<file path="config.mk">
export PLATFORM = sky130hd
export DESIGN_NAME = imem_dmem_arbiter
export DESIGN_NICKNAME = d
export VERILOG_FILES = /design/src/rtl/mips_pkg.sv /design/src/rtl/arb_fairness_cnt.sv /design/src/rtl/imem_dmem_arbiter.sv
export SDC_FILE = /design/constraint.sdc
export NUM_CORES = 1
export LEC_CHECK = 0
export BUFFER_PORTS_ARGS = -buffer_cell sky130_fd_sc_hd__buf_2
export CAP_MARGIN = 20
export CORE_MARGIN = 4
export CORE_UTILIZATION = 29
export DETAILED_ROUTE_END_ITERATION = 10
export HOLD_SLACK_MARGIN = 0.05
export PLACE_DENSITY_LB_ADDON = 0.2
export SLEW_MARGIN = 20
export SYNTH_ARGS = -nofsm -noshare
export SYNTH_HDL_FRONTEND = slang
export SYNTH_SLANG_ARGS = --single-unit
</file>
<file path="constraint.sdc">
create_clock -name clk1 -period 3.8 [get_ports clk1]
set_input_delay 0.76 -clock clk1 [delete_from_list [all_inputs] [get_ports clk1]]
set_output_delay 0.76 -clock clk1 [all_outputs]
set_load 0.02 [all_outputs]
</file>
<file path="src/rtl/mips_pkg.sv">
// mips_pkg: shared encodings for the pipe_MIPS32 memory arbiter.
package mips_pkg;
    typedef enum logic [1:0] {MODE_LOAD = 2'd0, MODE_RUN = 2'd1, MODE_HALT = 2'd2} mode_e;
    typedef enum logic [1:0] {TAG_NONE = 2'd0, TAG_IF = 2'd1, TAG_DM = 2'd2} rd_tag_e;
    localparam logic [5:0] OP_HALT = 6'h3f;
endpackage

</file>
<file path="src/rtl/arb_fairness_cnt.sv">
// arb_fairness_cnt: saturating count of denied fetch cycles; flags forced fetch priority.
module arb_fairness_cnt #(
    parameter int MAX_WAIT = 4
) (
    input  logic clk1,
    input  logic rst_n,
    input  logic en_i,
    input  logic miss_i,
    input  logic hit_i,
    output logic force_o
);
    localparam int CW = $clog2(MAX_WAIT + 1);
    localparam logic [CW-1:0] MAX_C = CW'(MAX_WAIT);
    logic [CW-1:0] cnt_q, cnt_d;
    always_comb begin
        cnt_d = (!en_i || hit_i) ? '0 : (miss_i && cnt_q != MAX_C) ? cnt_q + 1'b1 : cnt_q;
    end
    always_ff @(posedge clk1 or negedge rst_n) begin
        if (!rst_n) cnt_q <= '0;
        else        cnt_q <= cnt_d;
    end
    assign force_o = (cnt_q == MAX_C);
endmodule

</file>
<file path="src/rtl/imem_dmem_arbiter.sv">
// imem_dmem_arbiter: load/run/halt sequencing of one single-port word memory
// shared by the program loader, the IF stage and the MEM stage.
module imem_dmem_arbiter
    import mips_pkg::*;
#(
    parameter int AW       = 10,
    parameter int DW       = 32,
    parameter int MAX_WAIT = 4
) (
    input  logic          clk1,
    input  logic          rst_n,
    input  logic          ld_req,
    input  logic          ld_we,
    input  logic [AW-1:0] ld_addr,
    input  logic [DW-1:0] ld_wdata,
    input  logic          ld_done,
    output logic          ld_gnt,
    input  logic          if_req,
    input  logic [AW-1:0] if_addr,
    output logic          if_gnt,
    output logic [DW-1:0] if_rdata,
    output logic          if_rvalid,
    input  logic          dm_req,
    input  logic          dm_we,
    input  logic [AW-1:0] dm_addr,
    input  logic [DW-1:0] dm_wdata,
    output logic          dm_gnt,
    output logic [DW-1:0] dm_rdata,
    output logic          dm_rvalid,
    input  logic          halted,
    output logic          stall_if,
    output logic          mem_en,
    output logic          mem_we,
    output logic [AW-1:0] mem_addr,
    output logic [DW-1:0] mem_wdata,
    input  logic [DW-1:0] mem_rdata,
    output logic [1:0]    mode
);
    mode_e         state_q, state_d;
    rd_tag_e       rd_tag_q, rd_tag_d;
    logic [DW-1:0] if_rdata_q, dm_rdata_q;
    logic          force_if;

    always_comb begin
        state_d = state_q;
        case (state_q)
            MODE_LOAD: state_d = ld_done ? MODE_RUN : MODE_LOAD;
            MODE_RUN:  state_d = halted ? MODE_HALT : MODE_RUN;
            MODE_HALT: state_d = ld_req ? MODE_LOAD : (!halted ? MODE_RUN : MODE_HALT);
            default:   state_d = MODE_LOAD;
        endcase
    end

    // Grants are masked while reset is held so nothing reaches the memory.
    always_comb begin
        ld_gnt = 1'b0;
        if_gnt = 1'b0;
        dm_gnt = 1'b0;
        if (rst_n) begin
            case (state_q)
                MODE_LOAD: ld_gnt = ld_req;
                MODE_RUN: begin
                    if_gnt = if_req & (force_if | ~dm_req);
                    dm_gnt = dm_req & ~if_gnt;
                end
                MODE_HALT: begin
                    ld_gnt = ld_req;
                    dm_gnt = dm_req & ~ld_req;
                end
                default: ;
            endcase
        end
    end

    assign mem_en    = ld_gnt | if_gnt | dm_gnt;
    assign mem_we    = ld_gnt ? ld_we : (dm_gnt ? dm_we : 1'b0);
    assign mem_addr  = ld_gnt ? ld_addr : if_gnt ? if_addr : dm_gnt ? dm_addr : '0;
    assign mem_wdata = ld_gnt ? ld_wdata : dm_gnt ? dm_wdata : '0;
    assign stall_if  = rst_n & if_req & ~if_gnt;
    assign mode      = state_q;

    // Loader reads are granted but never tagged, so they return nothing.
    assign rd_tag_d  = if_gnt ? TAG_IF : (dm_gnt && !dm_we) ? TAG_DM : TAG_NONE;
    assign if_rvalid = (rd_tag_q == TAG_IF);
    assign dm_rvalid = (rd_tag_q == TAG_DM);
    assign if_rdata  = if_rvalid ? mem_rdata : if_rdata_q;
    assign dm_rdata  = dm_rvalid ? mem_rdata : dm_rdata_q;

    arb_fairness_cnt #(.MAX_WAIT(MAX_WAIT)) u_fair (
        .clk1    (clk1),
        .rst_n   (rst_n),
        .en_i    (state_q == MODE_RUN && state_d == MODE_RUN),
        .miss_i  (if_req & ~if_gnt),
        .hit_i   (if_gnt),
        .force_o (force_if)
    );

    always_ff @(posedge clk1 or negedge rst_n) begin
        if (!rst_n) begin
            state_q    <= MODE_LOAD;
            rd_tag_q   <= TAG_NONE;
            if_rdata_q <= '0;
            dm_rdata_q <= '0;
        end else begin
            state_q    <= state_d;
            rd_tag_q   <= rd_tag_d;
            if_rdata_q <= if_rdata;
            dm_rdata_q <= dm_rdata;
        end
    end
endmodule

</file>
== Yosys cells after proc, flatten, opt, wreduce, memory -nomap -nowiden ==
Cells that the tools add are included.

* Equal/unequal tests: 7
* Mux-type cells: 23
* Add/subtract/negate cells: 1
* Bitwise operators: 13
* Reduce and logical (&&, ||, !) cells: 9

{| class="wikitable"
|+ Operators with widths
! operator !! number
|-
| $mux W32 || 4
|-
| $mux W10 || 3
|-
| $mux W1 || 8
|-
| $mux W2 || 4
|-
| $and A1 B1 Y1 || 6
|-
| $eq A2 B1 Y1 const B || 3
|-
| $mux W3 || 2
|-
| $pmux W2 S3 || 1
|-
| $eq A2 B2 Y1 const B || 2
|-
| $not A1 Y1 || 4
|-
| $add A3 B1 Y3 const B || 1
|-
| $eq A3 B3 Y1 const B || 1
|-
| $logic_and A1 B1 Y1 || 3
|-
| $ne A3 B3 Y1 const B || 1
|-
| $or A1 B1 Y1 || 3
|-
| $logic_not A1 Y1 || 2
|-
| $logic_not A2 Y1 || 1
|-
| $pmux W1 S2 || 1
|-
| $reduce_bool A2 Y1 || 1
|-
| $reduce_or A2 Y1 || 1
|-
| $logic_or A1 B1 Y1 || 1
|}

* Output and inout bits: 116
* Logic and storage cells: 58
* Flip-flop bits (word level): 71

== Logic depth before layout (Yosys ltp) ==
Gate-level depths: netlist (run 1).

* Word-level depth: 10
* Depth in mapped cells: 7
* Gate-level depth less buffers: 7

== Cells and area by module ==
Synthesis (run 1) repeated with hierarchy kept, for this count alone.

* Cell total of the unflattened synthesis: 251
* Area, all modules: 3449.6 um^2

{| class="wikitable"
|+ Modules (own cells, without submodules)
! module !! area an instance (um^2) !! times used !! cells an instance
|-
| imem_dmem_arbiter || 3246.9 || 1 || 233
|-
| arb_fairness_cnt || 202.7 || 1 || 18
|}

== Worst setup path before layout (run 1) ==
OpenSTA, ideal clock, no wires.

* Path kind: reg-to-output
* From: reg state_q[0] (netlist: mode[0])
* To: out mem_addr[1]
* Cell stages (with the launch flop): 7
* Setup slack: 1.131 ns
* Data arrival time: 1.909 ns
* Data required time: 3.040 ns
* Cells stage by stage: dfrtp_1 > inv_1 > ha_1 > mux2i_1 > a31oi_4 > nor4_4 > a221o_1

* Word-level cells in the longest chain between the ends: 6

{| class="wikitable"
|+ Ends and longest elaborated chain
! what !! line !! RTL
|-
| start, declared || imem_dmem_arbiter.sv:39 || <nowiki>mode_e state_q, state_d;</nowiki>
|-
| start signal, assigned || imem_dmem_arbiter.sv:105 || <nowiki>state_q <= state_d;</nowiki>
|-
| $eq A2 B2 Y1 / $eq A2 B1 Y1 (equally long branches) || imem_dmem_arbiter.sv:60 || <nowiki>case (state_q)</nowiki>
|-
| $pmux W1 S2 || imem_dmem_arbiter.sv:60 ||
|-
| $mux W1 || imem_dmem_arbiter.sv:59 || <nowiki>if (rst_n) begin</nowiki>
|-
| $mux W10 (2 in series) || imem_dmem_arbiter.sv:77 || <nowiki>assign mem_addr = ld_gnt ? ld_addr : if_gnt ? if_addr : dm_gnt ? dm_addr : '0;</nowiki>
|-
| $mux W10 * || imem_dmem_arbiter.sv:77 ||
|-
| end, declared || imem_dmem_arbiter.sv:34 || <nowiki>output logic [AW-1:0] mem_addr,</nowiki>
|}

Mark *: on every way between the ends. The rest lies on a longest branch, timed or not.

== Final worst setup path (run 1) ==
* From: reg state_q[0] (netlist: mode[0])
* To: out mem_addr[4]

The elaborated chain is that of the path after synthesis.

==> results.ini, run 1 <==
[run_status]
outcome=finished clean

[drt]
drt_wl_total_mm=10.8
ant_nets=0
dr_total_vias=3033
routedWlPerCell_um=16.8
drtPass1Iterations=5
drcViolationCount=0
avgViaCountPerCell=4.71
drt_first_iter_violations=136

[sta]
tns_ns=0
drv_slew=0
period_minus_slack_ns=3.27
max_freq_ghz=0.306
finalHoldViolCount=0
finClkSkew_ns=0.00706
rsz0062_at_grt=false
fin_crit_sh_pct=86.0
setup_viol=0
relSlewSlack_pct=38.7
worstMarginPinSlew_ns=0.919

[final_layout]
nets=638
area_delta_synth_final_pct=49.2
drive_gt1_share_pct=70.1
final_area_um2=5100
diodes=0

[yosys]
synth-simple-area-share_pct=6.08
yosys.cell_types.count=35
synthMuxAreaShare_pct=21.7
synth-seq-cells=71
syn_avg_cell_area_um2=13.7
yosys.area_share.adder_pct=2.20
synth-compound-area-share_pct=13.5
synth_nets=390
synth_xor_area_share_pct=0.513
syn-instance-count=249
synth_top_family_by_area=multiplexers
yosysWarnings=0
yosysSeqAreaShare_pct=52.0
syn_area_um2=3410

[setup_path]
cp-start-kind=flop
worst_r2r_path_depth=2
crit_arrival_ns=2.51
critical_path_buf_inv_count=2
critical_path_required_ns=3.04
crit_path_end_kind=output port
slowest_stage=nor4_4
slowest_delay_ns=0.60
cp_max_fo=48
crit_chain=inv_1, ha_1, o211a_4, nor4_4, a221o_2, buf_2
path_delay_family=compound AO/OA/AOI/OAI gates
crit_type=flop to output port
crit_cells=6

[die]
num_rows=39
die_area_um2=13600
core_area_um2=11500
die_y_um=117
start_util_pct=29.8
ioPinCount=251
die_w_um=117

[global_routing]
antenna_found_initial=0
grt_pass1_wl_mm=15.6
first_global_vias=2982
grt_usage_pct=14.8
grt_max_degree=72
grt_overflow_total=0

[placed_design]
portBuffers=250
place_area_um2=4770
place.gp.congestion=0.747
hpwl_mm=8.35

[cts]
cts_root_buf=clkbuf_16
worstSkewPairLatency_ns=0.33
numCtsBuffers=9
cts_buffer_depth=2
tritoncts=built
htree_num_levels=3
clkTransAtPathRegs_ns=0.05
postCtsResizedCells=0
numClockSinks=71
cts_hold_buf=0
postCtsSetupRepairBufs=0

[power]
p_leak_uw=0.00269
pwr_density_cell_nw_per_um2=791
peakVddDrop_uv=454

[hold_path]
hold_depth=1
holdCritPathClass=flop to flop

[run]
max_cap_violations=0

## sequential cells by signal, summed over array words and instances (netlist names)
name and cells:
mode 2, if_rdata_q 32, rd_tag_q 2, dm_rdata_q 32, u_fair.cnt_q 3
## per-stage QoR
stage | util [%] | hold WS (ns) | power [µW] | setup slack (ns) | instances
2_1_floorplan | - | 0.464 | 2510 | 1.13 | 249
5_1_grt | 44.4 | 0.496 | 4280 | 0.394 | 644
4_1_cts | 44.4 | 0.493 | 4100 | 0.506 | 644
3_3_place_gp | 41.6 | 0.473 | 3150 | 0.847 | 629
3_5_place_dp | 41.6 | 0.481 | 3190 | 0.794 | 629
6_report | 44.4 | 0.488 | 4030 | 0.531 | 644
## report_power, final
group | internal [µW] | switching, µW | total (µW)
logic | 766 | 1190 | 1950
clock network | 589 | 302 | 891
registers | 1100 | 84.1 | 1190
## layout by cell type, fill, tap and decap left out, types with 4 or more instances in the layout
| cell type | netlist | final |
|---|---|---|
| a221o_2 | 9 | 9 |
| a22o_1 | 33 | 33 |
| and2_1 | 10 | 10 |
| buf_2 | 9 | 249 |
| buf_4 | 1 | 4 |
| clkbuf_16 | 0 | 9 |
| dfrtp_1 | 71 | 71 |
| ha_1 | 6 | 6 |
| inv_1 | 7 | 7 |
| mux2_2 | 64 | 64 |
| nand3_1 | 4 | 4 |
| nor2_1 | 6 | 6 |
## per-layer routing
layer | vias to the layer above | GRT usage, % | wire length [µm]
met2 | 130 | 22.7 | 5380
met3 | 10 | 3.78 | 882
li1 | 1422 | - | -
met1 | 1471 | 20.3 | 4390
met4 | 0 | 5.34 | 149
met5 | - | 0 | 0
## final cells by class
cell class	instances	area (µm²)
Fill cell	1064	6370
Sequential cell	71	1780
Multi-Input combinational cell	154	1510
Timing Repair Buffer	253	1280
Clock buffer	10	239
Tap cell	143	179
Clock inverter	5	82.6
Inverter	8	30.0
## final timing paths
kind / start / end / slack (ns)
setup / recovery: mode[0] / mem_addr[4] / 0.53
hold / removal: if_rdata_q[5] / if_rdata_q[5] / 0.49
setup reg to reg: rd_tag_q[0] / if_rdata_q[7] / 2.16
hold reg to reg: if_rdata_q[5] / if_rdata_q[5] / 0.49
max in group asynchronous: rst_n / rd_tag_q[1] / 2.46
min in group asynchronous: rst_n / if_rdata_q[15] / 0.72
## Yosys cell counts
master	number	area share, %
and3_1	1	0.18
and2_1	10	1.8
nand2b_1	1	0.18
mux2_2	64	21
inv_2	1	0.11
nand3_1	4	0.59
inv_1	7	0.77
buf_4	1	0.22
o211a_4	1	0.51
xor2_1	1	0.26
ha_1	6	2.2
nand3b_1	1	0.22
buf_6	4	1.3
or3_1	1	0.18
a22o_1	33	8.5
a2bb2oi_1	1	0.26
nor2b_1	1	0.18
a21oi_1	1	0.15
nand2_2	1	0.18
xnor2_1	1	0.26
nor3b_1	1	0.22
nor4_1	1	0.18
nand4_1	1	0.18
nor2_2	1	0.18
a221o_2	9	3.0
clkbuf_1	2	0.22
nor2_1	6	0.66
nor4_4	1	0.62
a221o_1	1	0.29
nor3_4	1	0.48
a21o_2	1	0.26
mux2i_1	2	0.59
dfrtp_1	71	52
a31oi_4	1	0.62
buf_2	9	1.3
## cells by family after synthesis
group / count (synthesis)
AO/OA/AOI/OAI: 48
XOR/XNOR: 2
adder cells (fa/ha/maj): 6
buffers and inverters: 24
flip-flops: 71
multiplexers: 66
AND/OR/NAND/NOR: 32
(Power assumes the default switching activity.)
==> inputs of run 2 (changes only) <==
Settings changed: PLACE_DENSITY_LB_ADDON 0.2 to default.
==> results.ini, run 2 (synthesis results as in run 1) <==
[run_status]
outcome=finished clean

[sta]
fin_crit_sh_pct=88.6  ; +2.6 points
relSlewSlack_pct=38.6  ; -0.13 points
tns_ns=0  ; unchanged
rsz0062_at_grt=false
finClkSkew_ns=0.00535  ; -0.00170 ns
period_minus_slack_ns=3.37  ; +0.0987 ns
max_freq_ghz=0.297  ; -2.9%
setup_viol=0  ; unchanged
drv_slew=0  ; unchanged
worstMarginPinSlew_ns=0.921  ; +0.00188 ns
finalHoldViolCount=0  ; unchanged

[final_layout]
drive_gt1_share_pct=70.2  ; +0.12 points
final_common_cell=buf_2
final_area_um2=5130  ; +0.64%
nFillCells=1079  ; +1.4%
top_regs=dm_rdata_q x32, if_rdata_q x32, u_fair.cnt_q x3
multi_input_area_um2=1510  ; unchanged
final_cell_mix=249 x buf_2, 71 x dfrtp_1, 64 x mux2_2, 33 x a22o_1, 10 x and2_1
seq_area_um2=1780  ; unchanged
diodes=0  ; unchanged
nets=639  ; +0.16%
area_delta_synth_final_pct=50.2

[placed_design]
place_area_um2=4780  ; +0.16%
hpwl_mm=8.47  ; +1.4%
portBuffers=250  ; unchanged
place.gp.congestion=0.820  ; +9.8%

[drt]
dr_total_vias=3065  ; +1.1%
drtPass1Iterations=4  ; -1
drt_first_iter_violations=154  ; +13%
avgViaCountPerCell=4.74  ; +0.74%
drt_wl_total_mm=10.7  ; -0.83%
ant_nets=0  ; unchanged
drcViolationCount=0  ; unchanged
routedWlPerCell_um=16.6  ; -1.1%

[cts]
numCtsBuffers=9  ; unchanged
postCtsSetupRepairBufs=0  ; unchanged
clkTransAtPathRegs_ns=0.06  ; about the same
postCtsResizedCells=0  ; unchanged
cts_buffer_depth=2  ; unchanged
cts_root_buf=clkbuf_16
tritoncts=built
cts_hold_buf=0  ; unchanged
htree_num_levels=3  ; unchanged
worstSkewPairLatency_ns=0.33  ; about the same
numClockSinks=71  ; unchanged

[power]
p_leak_uw=0.00271  ; +0.61%
pwr_density_cell_nw_per_um2=800  ; +1.1%
peakVddDrop_uv=500  ; +10%

[global_routing]
grt_max_degree=73  ; +1.4%
first_global_vias=3038  ; +1.9%
grt_overflow_total=0  ; unchanged
antenna_found_initial=0  ; unchanged
grt_pass1_wl_mm=15.5  ; -0.62%
grt_usage_pct=14.6  ; -0.23 points

[hold_path]
holdCritPathClass=flop to flop

[setup_path]
cp-start-kind=flop
crit_chain=inv_1, ha_1, o211a_4, buf_4, nor3_4, buf_4, a22o_1, buf_2
crit_path_end_kind=output port
slowest_delay_ns=0.39  ; -0.21 ns
critical_path_required_ns=3.04  ; about the same
crit_arrival_ns=2.61  ; +0.10 ns
critPathMostFrequentCell=buf_4
crit_type=flop to output port
slowest_stage=dfrtp_1
cp_max_fo=33  ; -31%
r2r_setup_slack_ns=2.11  ; -0.05 ns

[die]
die_w_um=117  ; unchanged
num_rows=39  ; unchanged
die_area_um2=13600  ; unchanged
core_area_um2=11500  ; unchanged
start_util_pct=29.8  ; unchanged
ioPinCount=251  ; unchanged
die_y_um=117  ; unchanged

[run]
max_cap_violations=0  ; unchanged

## run 2: cell count changes in the layout (fill, tap and decap cells not counted)
| cell | change |
|---|---|
| bufinv_16 | +1 |
| buf_4 | +1 |
| clkinv_4 | +1 |
| clkbuf_8 | -1 |
## run 2: cell type report
type / count / area share, %
clock buffer: 9 / 4.39
clock inverter: 7 / 2.37
inverter: 8 / 0.586
multi-input combinational: 154 / 29.5
sequential: 71 / 34.6
tap: 143 / 3.49
timing repair buffer: 254 / 25.0
## run 2: worst paths after layout
kind	startpoint	endpoint	cells past startpoint
min reg2reg	dm_rdata_q[10]	dm_rdata_q[10]	1
min	dm_rdata_q[10]	dm_rdata_q[10]	1
max	mode[0]	mem_wdata[14]	8
max reg2reg	rd_tag_q[0]	dm_rdata_q[13]	3
max in group asynchronous	rst_n	if_rdata_q[26]	2
min in group asynchronous	rst_n	u_fair.cnt_q[2]	2
## run 2: per-stage QoR
step                      setup slack (ns)  utilization [%]  cells  hold slack, ns  total power [µW]
after global routing                 0.278             44.7    646           0.505              4350
after global placement               0.825             41.7    630           0.475              3140
after CTS                            0.432             44.7    646           0.495              4170
after floorplan                       1.13                -    249           0.464              2510
after detailed placement             0.774             41.7    630           0.481              3180
final                                0.432             44.7    646           0.492              4100
## run 2: power by group
group / internal (µW) / switching, µW / total, µW
sequential: 1100 / 86.2 / 1190
clock: 643 / 324 / 967
combinational: 768 / 1180 / 1940
## run 2: per-layer routing
metal	track usage (%)	wire length (µm)	vias up
li1	-	-	1425
met1	19.2	4490	1506
met2	22.7	5290	120
met3	5.49	790	14
met4	3.79	145	0
met5	0	0	-
## run 2: critical path: cells and delay by family, from the launching register on
kind                       cells  cell delay (ns)
DFF                            1             0.39
buffers and inverters          4             0.86
and+or+nand+nor                1             0.20
AOI/OAI and AO/OA              2             0.55
adders and majority gates      1             0.26
==> inputs of run 3 (changes only) <==
Settings changed: CORE_MARGIN 4 to default, SLEW_MARGIN 20 to default.
Clock period 3.8 ns to 3.5 ns, I/O delays scaled along.
==> results.ini, run 3 (synthesis results as in run 1) <==
[cts]
postCtsSetupRepairBufs=0  ; unchanged
clkTransAtPathRegs_ns=0.05  ; about the same
numClockSinks=71  ; unchanged
cts_hold_buf=0  ; unchanged
postCtsResizedCells=0  ; unchanged
cts_buffer_depth=2  ; unchanged
numCtsBuffers=9  ; unchanged
htree_num_levels=3  ; unchanged
tritoncts=built
cts_root_buf=clkbuf_16
worstSkewPairLatency_ns=0.33  ; about the same

[sta]
fin_crit_sh_pct=88.4
period_minus_slack_ns=3.09
drv_slew=0  ; unchanged
max_freq_ghz=0.323
relSlewSlack_pct=39.6  ; +1.0 points
setup_viol=0  ; unchanged
tns_ns=0  ; unchanged
rsz0062_at_grt=false
finalHoldViolCount=0  ; unchanged
finClkSkew_ns=0.00241  ; -0.00295 ns
worstMarginPinSlew_ns=0.906  ; -0.0149 ns

[power]
pwr_density_cell_nw_per_um2=830  ; +3.9%
fin_total_pwr_uw=4210  ; +2.6%
p_leak_uw=0.00267  ; -1.5%
peakVddDrop_uv=559  ; +12%

[drt]
drtPass1Iterations=4  ; unchanged
dr_total_vias=3038  ; -0.88%
drcViolationCount=0  ; unchanged
drt_first_iter_violations=122  ; -21%
routedWlPerCell_um=15.9  ; -4.4%
drt_wl_total_mm=10.3  ; -4.0%
avgViaCountPerCell=4.68  ; -1.3%
ant_nets=0  ; unchanged

[final_layout]
final_common_cell=buf_2
area_delta_synth_final_pct=48.4
nFillCells=1094  ; +1.4%
top_regs=dm_rdata_q x32, if_rdata_q x32, u_fair.cnt_q x3
nets=641  ; +0.31%
final_cell_mix=250 x buf_2, 71 x dfrtp_1, 64 x mux2_2, 33 x a22o_1, 10 x and2_1
drive_gt1_share_pct=69.3  ; -0.87 points

[placed_design]
hpwl_mm=8.42  ; -0.61%
portBuffers=250  ; unchanged
place.gp.congestion=0.975  ; +19%

[setup_path]
slowest_delay_ns=0.49  ; +0.10 ns
cp_max_fo=10  ; -70%
cp-start-kind=flop
critical_path_required_ns=2.80  ; -0.24 ns
crit_chain=inv_1, ha_1, mux2i_1, a31oi_4, nor4_4, a221o_1, buf_2
path_delay_family=simple AND/OR/NAND/NOR gates
crit_arrival_ns=2.39  ; -0.22 ns
crit_path_end_kind=output port
critical_path_buf_inv_count=2  ; -2
slowest_stage=nor4_4
crit_type=flop to output port

[global_routing]
first_global_vias=3070  ; +1.1%
grt_max_degree=74  ; +1.4%
grt_overflow_total=0  ; unchanged
antenna_found_initial=1  ; +1
grt_pass1_wl_mm=15.7  ; +1.6%
grt_usage_pct=16.5  ; +1.9 points

[hold_path]
holdCritPathClass=flop to flop

[die]
core_area_um2=11500  ; unchanged
die_w_um=111  ; -5.1%
start_util_pct=29.8  ; unchanged
die_area_um2=12200  ; -10%
num_rows=39  ; unchanged
die_y_um=111  ; -5.1%
ioPinCount=251  ; unchanged

[run_status]
outcome=finished clean

[run]
max_cap_violations=0  ; unchanged

==> run 3: changes by cell type in the layout (fill, tap and decap cells not counted), sizes merged <==
cell      before  now
clkbuf         9   13
bufinv         3    0
clkinv         4    1
buf          254  256
clkinvlp       0    2
diode          0    1
==> run 3: stage by stage <==
step	hold WS [ns]	area [µm²]	std cells	setup slack (ns)	util [%]
2_1_floorplan	0.404	3410	249	0.891	-
3_3_place_gp	0.475	4800	632	0.748	41.9
3_5_place_dp	0.480	4800	632	0.718	41.9
4_1_cts	0.492	5060	648	0.374	44.2
5_1_grt	0.499	5070	649	0.214	44.2
6_report	0.490	5070	649	0.407	44.2
==> run 3: worst reg2reg max path, stage by stage (launching register included) <==
cell	delay [ns]
dfrtp_1	0.42
inv_1	0.09
ha_1	0.25
mux2i_1	0.31
a31oi_4	0.09
nor4_1	0.33
==> run 3: area by class of cell <==
type / count / area (µm²) / area share [%]
flip-flops and latches: 71 / 1780 / 35.1
multi-input cells: 154 / 1510 / 29.8
repair buffers: 256 / 1310 / 25.8
clock buffers: 13 / 240 / 4.74
well taps: 143 / 179 / 3.53
inverters: 8 / 30.0 / 0.593
clock inverters: 3 / 20.0 / 0.395
diodes: 1 / 2.50 / 0.0494
==> run 3: path summary, 6_finish.rpt <==
| path | startpoint | to | slack [ns] | depth (start not counted) |
|---|---|---|---|---|
| min reg2reg | if_rdata_q[1] | if_rdata_q[1] | 0.49 | 1 |
| max | mode[0] | mem_addr[1] | 0.41 | 7 |
| min in group asynchronous | rst_n | u_fair.cnt_q[0] | 0.68 | 2 |
| min | if_rdata_q[1] | if_rdata_q[1] | 0.49 | 1 |
| max in group asynchronous | rst_n | if_rdata_q[0] | 2.23 | 2 |
| max reg2reg | mode[0] | rd_tag_q[1] | 1.88 | 5 |
==> run 3: power breakdown <==
part	total (µW)	switching, µW	internal (µW)
combinational	2120	1280	838
sequential	1290	94.1	1200
clock	794	315	478
total	4210	1690	2520
==> run 3: metal layers <==
metal	track usage, %	vias up	wire length, µm
met5	0	-	0
met3	5.43	22	851
met2	28.7	159	5300
met4	8.53	0	333
li1	-	1433	-
met1	17.8	1424	3810
